==> config.mk <==
export PLATFORM = sky130hd
export DESIGN_NAME = countdown_timer
export DESIGN_NICKNAME = d
export VERILOG_FILES = /design/src/rtl/countdown_timer.sv
export SDC_FILE = /design/constraint.sdc
export NUM_CORES = 1
export LEC_CHECK = 0
export CAP_MARGIN = 15
export CORE_UTILIZATION = 54
export CTS_CLUSTER_SIZE = 14
export DETAILED_ROUTE_END_ITERATION = 16
export GPL_TIMING_DRIVEN = 0
export PLACE_DENSITY = 0.86
export REMOVE_ABC_BUFFERS = 1
export SYNTH_ARGS = -nofsm -noshare
export SYNTH_HDL_FRONTEND = slang
export SYNTH_SLANG_ARGS = --single-unit
==> constraint.sdc <==
create_clock -name i_clk -period 4.85 [get_ports i_clk]
set_input_delay 0.97 -clock i_clk [delete_from_list [all_inputs] [get_ports i_clk]]
set_output_delay 0.97 -clock i_clk [all_outputs]
set_load 0.05 [all_outputs]
==> src/rtl/countdown_timer.sv <==
// Loadable down-counter timer with prescaler, pause/hold, abort and optional auto-reload.
// Counts a loaded value (clamped to MAX) down to zero and pulses done on arrival.
module countdown_timer #(
  parameter int WIDTH    = 5,
  parameter int MAX      = 24,
  parameter int PRESCALE = 1
) (
  input  logic             i_clk,
  input  logic             i_rst_n,
  input  logic             enable,
  input  logic             i_load,
  input  logic [WIDTH-1:0] i_load_val,
  input  logic             i_start,
  input  logic             i_reload,
  input  logic             i_pause,
  input  logic             i_abort,
  output logic [WIDTH-1:0] o_counter,
  output logic             o_busy,
  output logic             o_done,
  output logic             o_load_err
);

  localparam int PW = (PRESCALE > 1) ? $clog2(PRESCALE) : 1;
  localparam logic [PW-1:0]    PRESC_LAST = PW'(PRESCALE - 1);
  localparam logic [WIDTH-1:0] MAX_V      = WIDTH'(MAX);
  localparam logic [WIDTH-1:0] ONE_V      = WIDTH'(1);

  typedef enum logic [1:0] {
    IDLE = 2'd0,
    RUN  = 2'd1,
    HOLD = 2'd2
  } state_t;

  state_t           state;
  logic [PW-1:0]    presc;
  logic [WIDTH-1:0] reload_val;
  logic             reload_flag;
  logic             over_max;
  logic [WIDTH-1:0] clamped_val;

  assign over_max    = (i_load_val > MAX_V);
  assign clamped_val = over_max ? MAX_V : i_load_val;

  always_ff @(posedge i_clk or negedge i_rst_n) begin
    if (!i_rst_n) begin
      state       <= IDLE;
      o_counter   <= '0;
      presc       <= '0;
      reload_val  <= '0;
      reload_flag <= 1'b0;
      o_busy      <= 1'b0;
      o_done      <= 1'b0;
      o_load_err  <= 1'b0;
    end else begin
      o_done     <= 1'b0;
      o_load_err <= 1'b0;
      if (enable) begin
        if (i_abort) begin
          state     <= IDLE;
          o_counter <= '0;
          presc     <= '0;
          o_busy    <= 1'b0;
        end else begin
          case (state)
            IDLE: begin
              if (i_load) begin
                o_counter  <= clamped_val;
                reload_val <= clamped_val;
                o_load_err <= over_max;
              end else if (i_start) begin
                if (o_counter != '0) begin
                  state       <= RUN;
                  reload_flag <= i_reload;
                  presc       <= '0;
                  o_busy      <= 1'b1;
                end else begin
                  o_done <= 1'b1;
                end
              end
            end
            RUN, HOLD: begin
              // Releasing pause counts immediately, so each HOLD cycle costs exactly one cycle.
              if (i_pause) begin
                state <= HOLD;
              end else begin
                state <= RUN;
                if (presc == PRESC_LAST) begin
                  presc <= '0;
                  if (o_counter == ONE_V) begin
                    o_done <= 1'b1;
                    if (reload_flag) begin
                      o_counter <= reload_val;
                    end else begin
                      o_counter <= '0;
                      state     <= IDLE;
                      o_busy    <= 1'b0;
                    end
                  end else begin
                    o_counter <= o_counter - ONE_V;
                  end
                end else begin
                  presc <= presc + 1'b1;
                end
              end
            end
            default: begin
              state  <= IDLE;
              o_busy <= 1'b0;
            end
          endcase
        end
      end
    end
  end

endmodule
# Yosys cells after proc, flatten, opt, wreduce, memory -nomap -nowiden
# Cells that the tools add are included.
# word_totals
regBits	17
in_bits	13
out_inout_bits	8
# classes
add_sub_neg	2
magnitude_cmp	1
n_eq_ne	11
mux	46
bitwise_logic	2
reduce_logical	10
# op_table
cell	count
two-way mux 5 bit	7
two-way mux 1 bit	29
inequality test 3 bit, second input constant	8
AND reduction 6 bit	2
two-way mux 2 bit	5
case mux 5 bit (2 select lines)	1
AND reduction 4 bit	2
AND reduction 8 bit	1
case mux 1 bit (2 select lines)	3
== test 5 x 1 -> 1 bit, second input constant	1
greater-than comparator 5 bit, second input constant	1
AND reduction 5 bit	1
nonzero test 5 bit	1
subtractor 5 x 1 -> 5 bit, second input constant	1
case mux 2 bit (2 select lines)	1
nonzero test 3 bit	1
== test 2 x 1 -> 1 bit, second input constant	1
== test 2 bit, second input constant	1
logical NOT 2 bit	1
inverter 1 bit	2
OR reduction 2 bit	1
adder 1 bit, second input constant	1

# Longest topological paths before layout
# Gate-level depths: netlist of run 1.
# logic_depth
depth_word	7
mapped_depth	8
mapped_depth_nobuf	6

# Worst setup path after synthesis of run 1
# OpenSTA, ideal clock, no wires.
# synth_timing
kind	reg-to-reg
from	register o_counter[0]
to	register o_counter[2]
setup_ps	121
t_arrival_ps	1773
t_required_ps	4729
slack_ps	2956
stages_incl_launch_ff	6
period_less_slack_ps	1894
path_cell_list	dfrtp_1 -> ha_1 -> nor4b_4 -> a21boi_1 -> o31ai_1 -> a22o_1
# synth_via
elab_chain_cells	6
# synth_rtl
item	line	source
from (decl)	17	output logic [WIDTH-1:0] o_counter,
from (signal assigned)	67	o_counter <= clamped_val;
from (signal assigned)	92	o_counter <= reload_val;
from (signal assigned)	99	o_counter <= o_counter - ONE_V;
subtractor 5 x 1 -> 5 bit or == test 5 x 1 -> 1 bit (tied branches)	99, 89	
two-way mux 5 bit *	89	if (o_counter == ONE_V) begin
two-way mux 5 bit *	87	if (presc == PRESC_LAST) begin
two-way mux 5 bit *	83	if (i_pause) begin
case mux 5 bit (2 select lines) *	64	case (state)
two-way mux 5 bit *	58	if (i_abort) begin
# Every way passes the cells marked *; elsewhere a longest branch is shown, timed or not. The select of a mux whose other input is x is not followed.
# A chain may end at the register's enable or synchronous reset.

# Worst setup path in the final report of run 1
# layout_timing
from	register o_counter[2]
to	output port o_counter[2]
# No word-level cell between the ends.

==> metrics, run 1 <==
Avg Vias per Cell 5.97; # DRC 0; GR Overflow Total 0; P_leak 0.531 nW; Comb pwr share 59.5%; final WL 2.18 mm; pins over their slew limit 0; Setup WS pre-CTS 2.35 ns; max_cap viols 0; Worst IR Drop VDD 0.000349 V; core area 1760 um2; vias in the first global route 826; clock power share 10.8%; largest net degree at the start of global routing 17; post-route ant nets 0; area leader, netlist dfrtp_1; CP Class reg2out; WL per Instance 14.1 um; initial antenna violation count 0; Netlist Area Pre-Place 1040 um2; Fin Clk Skew 0.00283 ns; Total Nets Final 149; Flop pwr share 29.7%; worst path required time 3.88 ns; post-synthesis sequential area ratio 38.6%; critical path's largest stage delay 0.87 ns; Longest Clk Path Bufs 2; global-route wire length before repair 3.67 mm; Die Footprint 2100 um2; final hold violation count 0; hold slack 0.497 ns; layout cells sized above 1 8.46%; RePlAce Congestion 0.892; hold buffer count at CTS 0; crit-path cells clkdlybuf4s50_1; ys flop type dfrtp_1; root buf cell clkbuf_4; Total GRT Usage 24.8%; Initial Util 58.7%; Final period util 55.6%; Final min period 2.70 ns; number of synthesized flops with an enable pin 0; I/O pins 21; CP startpoint kind register; post-cts resize count 0; Crit. End Element primary output; synth top area cells dfrtp_1 (39%), ha_1 (6.0%), nand2_1 (5.8%); Avg Cell Area, Syn 9.42 um2; CP Buf/Inv Count 1; worst min path class reg2reg; synth unique cells 38; fraction of registers with async set/reset 100%; RSZ-0062 raised after global routing no; top-area cell type share of the netlist area 38.6%; Max-slew headroom 51.2%; Area Overhead vs Synth 23.3%; drt pass-1 iters 4; most instantiated cells after synthesis dfrtp_1 (16), nand2_1 (16), inv_1 (6), nand2b_1 (6), nor2_1 (6); Setup Viol. Count Final 0; Syn Inst Count 110; Final WS setup 2.15 ns; R2R setup slack 2.95 ns; FMAX 0.371 GHz; Pwr Density 678 nW/um2; Int Pwr 0.443 mW; Worst-Skew Late Latency 0.29 ns; worst endpoint data arrival time 1.73 ns; Port Buffer Count 20; Reg clk slew, reported paths 0.10 ns; Net Sw Frac 48.8%; Fin Setup TNS 0 ns; status completed; die width 45.8 um; hpwl dp 1.60 mm; post-synthesis register bit count 16; vias 926; CP max stage cell clkdlybuf4s50_1; post-CTS setup repair buffer count 0; Yosys Warn Count 0; clock sinks 16; FP Rows 15; CTS tree yes; Least-Margin Pin Slew 0.730 ns; CP max FO 8; delay-heaviest family, CP buffers and inverters; diodes inserted 0; Psw 0.423 mW; CTS HTree Levels 1; iteration-0 DRC count of the detailed router 29; Die Y 45.8 um; CTS Buf Count 3
[registers in the layout, indices dropped and copies added (netlist names)]
| register | flops |
|---|---|
| o_busy | 1 |
| o_done | 1 |
| reload_val | 5 |
| state | 2 |
| reload_flag | 1 |
| o_load_err | 1 |
| o_counter | 5 |
[layer usage]
layer	vias up	share of wire [%]	GRT usage (%)
li1	443	-	-
met1	453	46	32.3
met2	26	48	38.3
met5	-	0	0
met4	0	2.0	12.9
met3	4	4.4	5.56
[stage by stage]
step	total power, mW	instance area [um2]	util (%)	std cells
floorplan	0.630	1010	-	106
global placement	0.758	1240	70.4	151
detailed placement	0.770	1240	70.4	151
CTS	0.862	1280	72.4	155
global route	0.925	1280	72.4	155
finish	0.867	1280	72.4	155
[cell type report]
| type | count | area [um2] |
|---|---|---|
| multi-input cells | 84 | 587 |
| clock buffers | 4 | 36.3 |
| inverters | 6 | 22.5 |
| well taps | 25 | 31.3 |
| repair buffers | 20 | 200 |
| fillers | 151 | 487 |
| flip-flops and latches | 16 | 400 |
[path summary, 6_finish.rpt]
path | startpoint | to | depth (start not counted)
worst max-delay path | o_counter[2]$_DFFE_PN0P_ | o_counter[2] | 1
worst min-delay path | reload_val[1]$_DFFE_PN0P_ | reload_val[1]$_DFFE_PN0P_ | 2
worst max register to register | o_counter[1]$_DFFE_PN0P_ | o_counter[2]$_DFFE_PN0P_ | 6
worst min register to register | reload_val[1]$_DFFE_PN0P_ | reload_val[1]$_DFFE_PN0P_ | 2
max in group asynchronous | i_rst_n | o_counter[1]$_DFFE_PN0P_ | 1
min in group asynchronous | i_rst_n | state[1]$_DFFE_PN0P_ | 1
[power by group through the flow]
stage | clock network [mW] | registers [mW] | logic, mW
floorplan | 0 | 0.331 | 0.299
global placement | 0 | 0.255 | 0.502
detailed placement | 0 | 0.259 | 0.511
CTS | 0.0934 | 0.256 | 0.514
global route | 0.0972 | 0.266 | 0.561
finish | 0.0932 | 0.257 | 0.516
[placed cells by master (no fill, tap or decap), drive strengths merged, types with 3 or more instances in the layout]
cell type      netlist  routed
a21oi                5       5
a32oi                3       3
clkbuf               1       4
clkdlybuf4s50        0      20
dfrtp               16      16
ha                   5       5
inv                  6       6
mux2                 3       3
nand2               16      16
nand2b               6       6
nand3                5       5
nor2                 6       6
o211ai               4       4
o21ai                4       4
o31ai                3       3
[cells by family after synthesis]
group	Yosys count	share of synthesized area (%)
AND/OR/NAND/NOR	46	25.1
AO/OA/AOI/OAI	29	21.0
flip-flops	16	38.6
buffers and inverters	10	4.71
adder cells (fa/ha/maj)	5	6.04
multiplexers	3	3.62
XOR/XNOR	1	0.846
(Power assumes the default switching activity.)
==> inputs of run 2 (changes only) <==
CORE_UTILIZATION = 45   (was 54)
PLACE_DENSITY = 0.77   (was 0.86)
clock period = 2.24 ns   (was 4.85 ns; I/O delays follow)
==> run 2 against run 1 <==
Net effect:
- highest routed layer unchanged
- first-iteration DRC count grew 34%
- via count grew 0.43%
- critical endpoint unchanged
- clock power grew 110%
- count of clock-buffer cells in the layout is the same
- die area grew 19%
- global-route usage shrank 1.9 points
==> metrics, run 2 (synthesis results as in run 1) <==
status completed; Hold Path Depth 2; Area Overhead vs Synth 23.7%; Flop pwr share 29.5%; post-cts resize count 0; Initial Util 47.3%; worst path required time 1.79 ns; max_cap viols 0; Max-slew headroom 49.9%; layout cells sized above 1 8.46%; Avg Vias per Cell 5.89; CP startpoint kind register; Crit. End Element primary output; reg2reg path depth 6; RSZ-0062 raised after global routing no; post-route ant nets 0; final WL 2.51 mm; GR Overflow Total 0; Regs by FF count o_counter x5, reload_val x5, state x2; I/O pins 21; Worst-Skew Late Latency 0.29 ns; iteration-0 DRC count of the detailed router 39; hold endpoint reload_val[0]$_DFFE_PN0P_; WL per Instance 15.9 um; FP Rows 17; Final period util 96.0%; hold slack 0.496 ns; CP Class reg2out; Setup Viol. Count Final 0; most frequent cells in the layout clkdlybuf4s50_1 (20), nand2_1 (16), dfrtp_1 (16); most common cell after layout, fill and taps aside clkdlybuf4s50_1; worst endpoint data arrival time 1.70 ns; Total GRT Usage 22.9%; Net Sw Frac 49.8%; hold buffer count at CTS 0; delay-heaviest family, CP buffers and inverters; Comb pwr share 60.3%; Tot Pwr 1.92 mW; Longest Clk Path Bufs 2; Final WS setup 0.0905 ns; Reg-to-Reg Start o_counter[1]$_DFFE_PN0P_; R2R setup slack 0.28 ns; sequential cell area 400 um2; Psw 0.954 mW; CTS HTree Levels 1; critical path's largest stage delay 0.87 ns; # DRC 0; FMAX 0.465 GHz; Least-Margin Pin Slew 0.749 ns; pins over their slew limit 0; post-CTS setup repair buffer count 0; area of the multi-input gates 587 um2; RePlAce Congestion 0.880; final hold violation count 0; initial antenna violation count 0; CP max FO 8; Worst IR Drop VDD 0.000742 V; Total Nets Final 149; Fin Clk Skew 0.00163 ns; CP Buf/Inv Count 1; largest net degree at the start of global routing 17; # fillers 191; hpwl dp 1.85 mm; clock power share 10.2%; r2r endpoint o_counter[2]$_DFFE_PN0P_; die width 50.0 um; Reg clk slew, reported paths 0.10 ns; Die Y 50.0 um; Final min period 2.15 ns; root buf cell clkbuf_4; Port Buffer Count 20; CP max stage cell clkdlybuf4s50_1; worst min path class reg2reg; global-route wire length before repair 4.31 mm; Fin Setup TNS 0 ns; crit-path cells clkdlybuf4s50_1; Setup WS pre-CTS 0.224 ns; Die Footprint 2500 um2; vias 930; Hold Path Origin reload_val[0]$_DFFE_PN0P_; P_leak 0.531 nW; Pwr Density 1500 nW/um2; Int Pwr 0.962 mW; vias in the first global route 908; drt pass-1 iters 4; diodes inserted 0; CTS tree yes; core area 2190 um2; CTS Buf Count 3; clock sinks 16
[run 2: cell counts in the layout (fill, tap and decap cells not counted)]
Identical to the previous run, type by type.
[run 2: routing by layer]
metal | global-route usage [%] | vias up | wire length, um
li1 | - | 440 | -
met1 | 28.9 | 442 | 1090
met2 | 37.6 | 40 | 1230
met3 | 4.01 | 8 | 143
met4 | 10.5 | 0 | 46
met5 | 0 | - | 0
[run 2: how the worst max path moves through the flow]
| stage | to | slack, ns | from | cells after the start |
|---|---|---|---|---|
| detailed placement | o_counter[3]$_DFFE_PN0P_ | 0.22 | i_abort | 5 |
| floorplan | o_counter[2]$_DFFE_PN0P_ | 0.35 | o_counter[0]$_DFFE_PN0P_ | 5 |
| CTS | o_counter[2] | 0.09 | o_counter[2]$_DFFE_PN0P_ | 1 |
| finish | o_counter[2] | 0.09 | o_counter[2]$_DFFE_PN0P_ | 1 |
| global placement | o_counter[4]$_DFFE_PN0P_ | 0.27 | i_abort | 5 |
| global route | o_counter[2] | 0.03 | o_counter[2]$_DFFE_PN0P_ | 1 |
[run 2: final cells by class]
cell class | instances | share of cell area [%]
Clock buffer | 4 | 2.83
Inverter | 6 | 1.76
Multi-Input combinational cell | 84 | 45.8
Sequential cell | 16 | 31.2
Tap cell | 28 | 2.73
Timing Repair Buffer | 20 | 15.6
[run 2: stage by stage]
| stage | utilization (%) | instances | area, um2 |
|---|---|---|---|
| 6_report | 58.5 | 158 | 1280 |
| 2_1_floorplan | - | 106 | 1010 |
| 5_1_grt | 58.5 | 158 | 1280 |
| 3_5_place_dp | 56.8 | 154 | 1240 |
| 4_1_cts | 58.5 | 158 | 1280 |
| 3_3_place_gp | 56.8 | 154 | 1240 |
[run 2: power by group through the flow]
stage	Clock [mW]	Combinational (mW)	Sequential, mW
2_1_floorplan	0	0.648	0.716
3_3_place_gp	0	1.09	0.557
3_5_place_dp	0	1.14	0.569
4_1_cts	0.200	1.14	0.562
5_1_grt	0.214	1.25	0.583
6_report	0.196	1.16	0.565
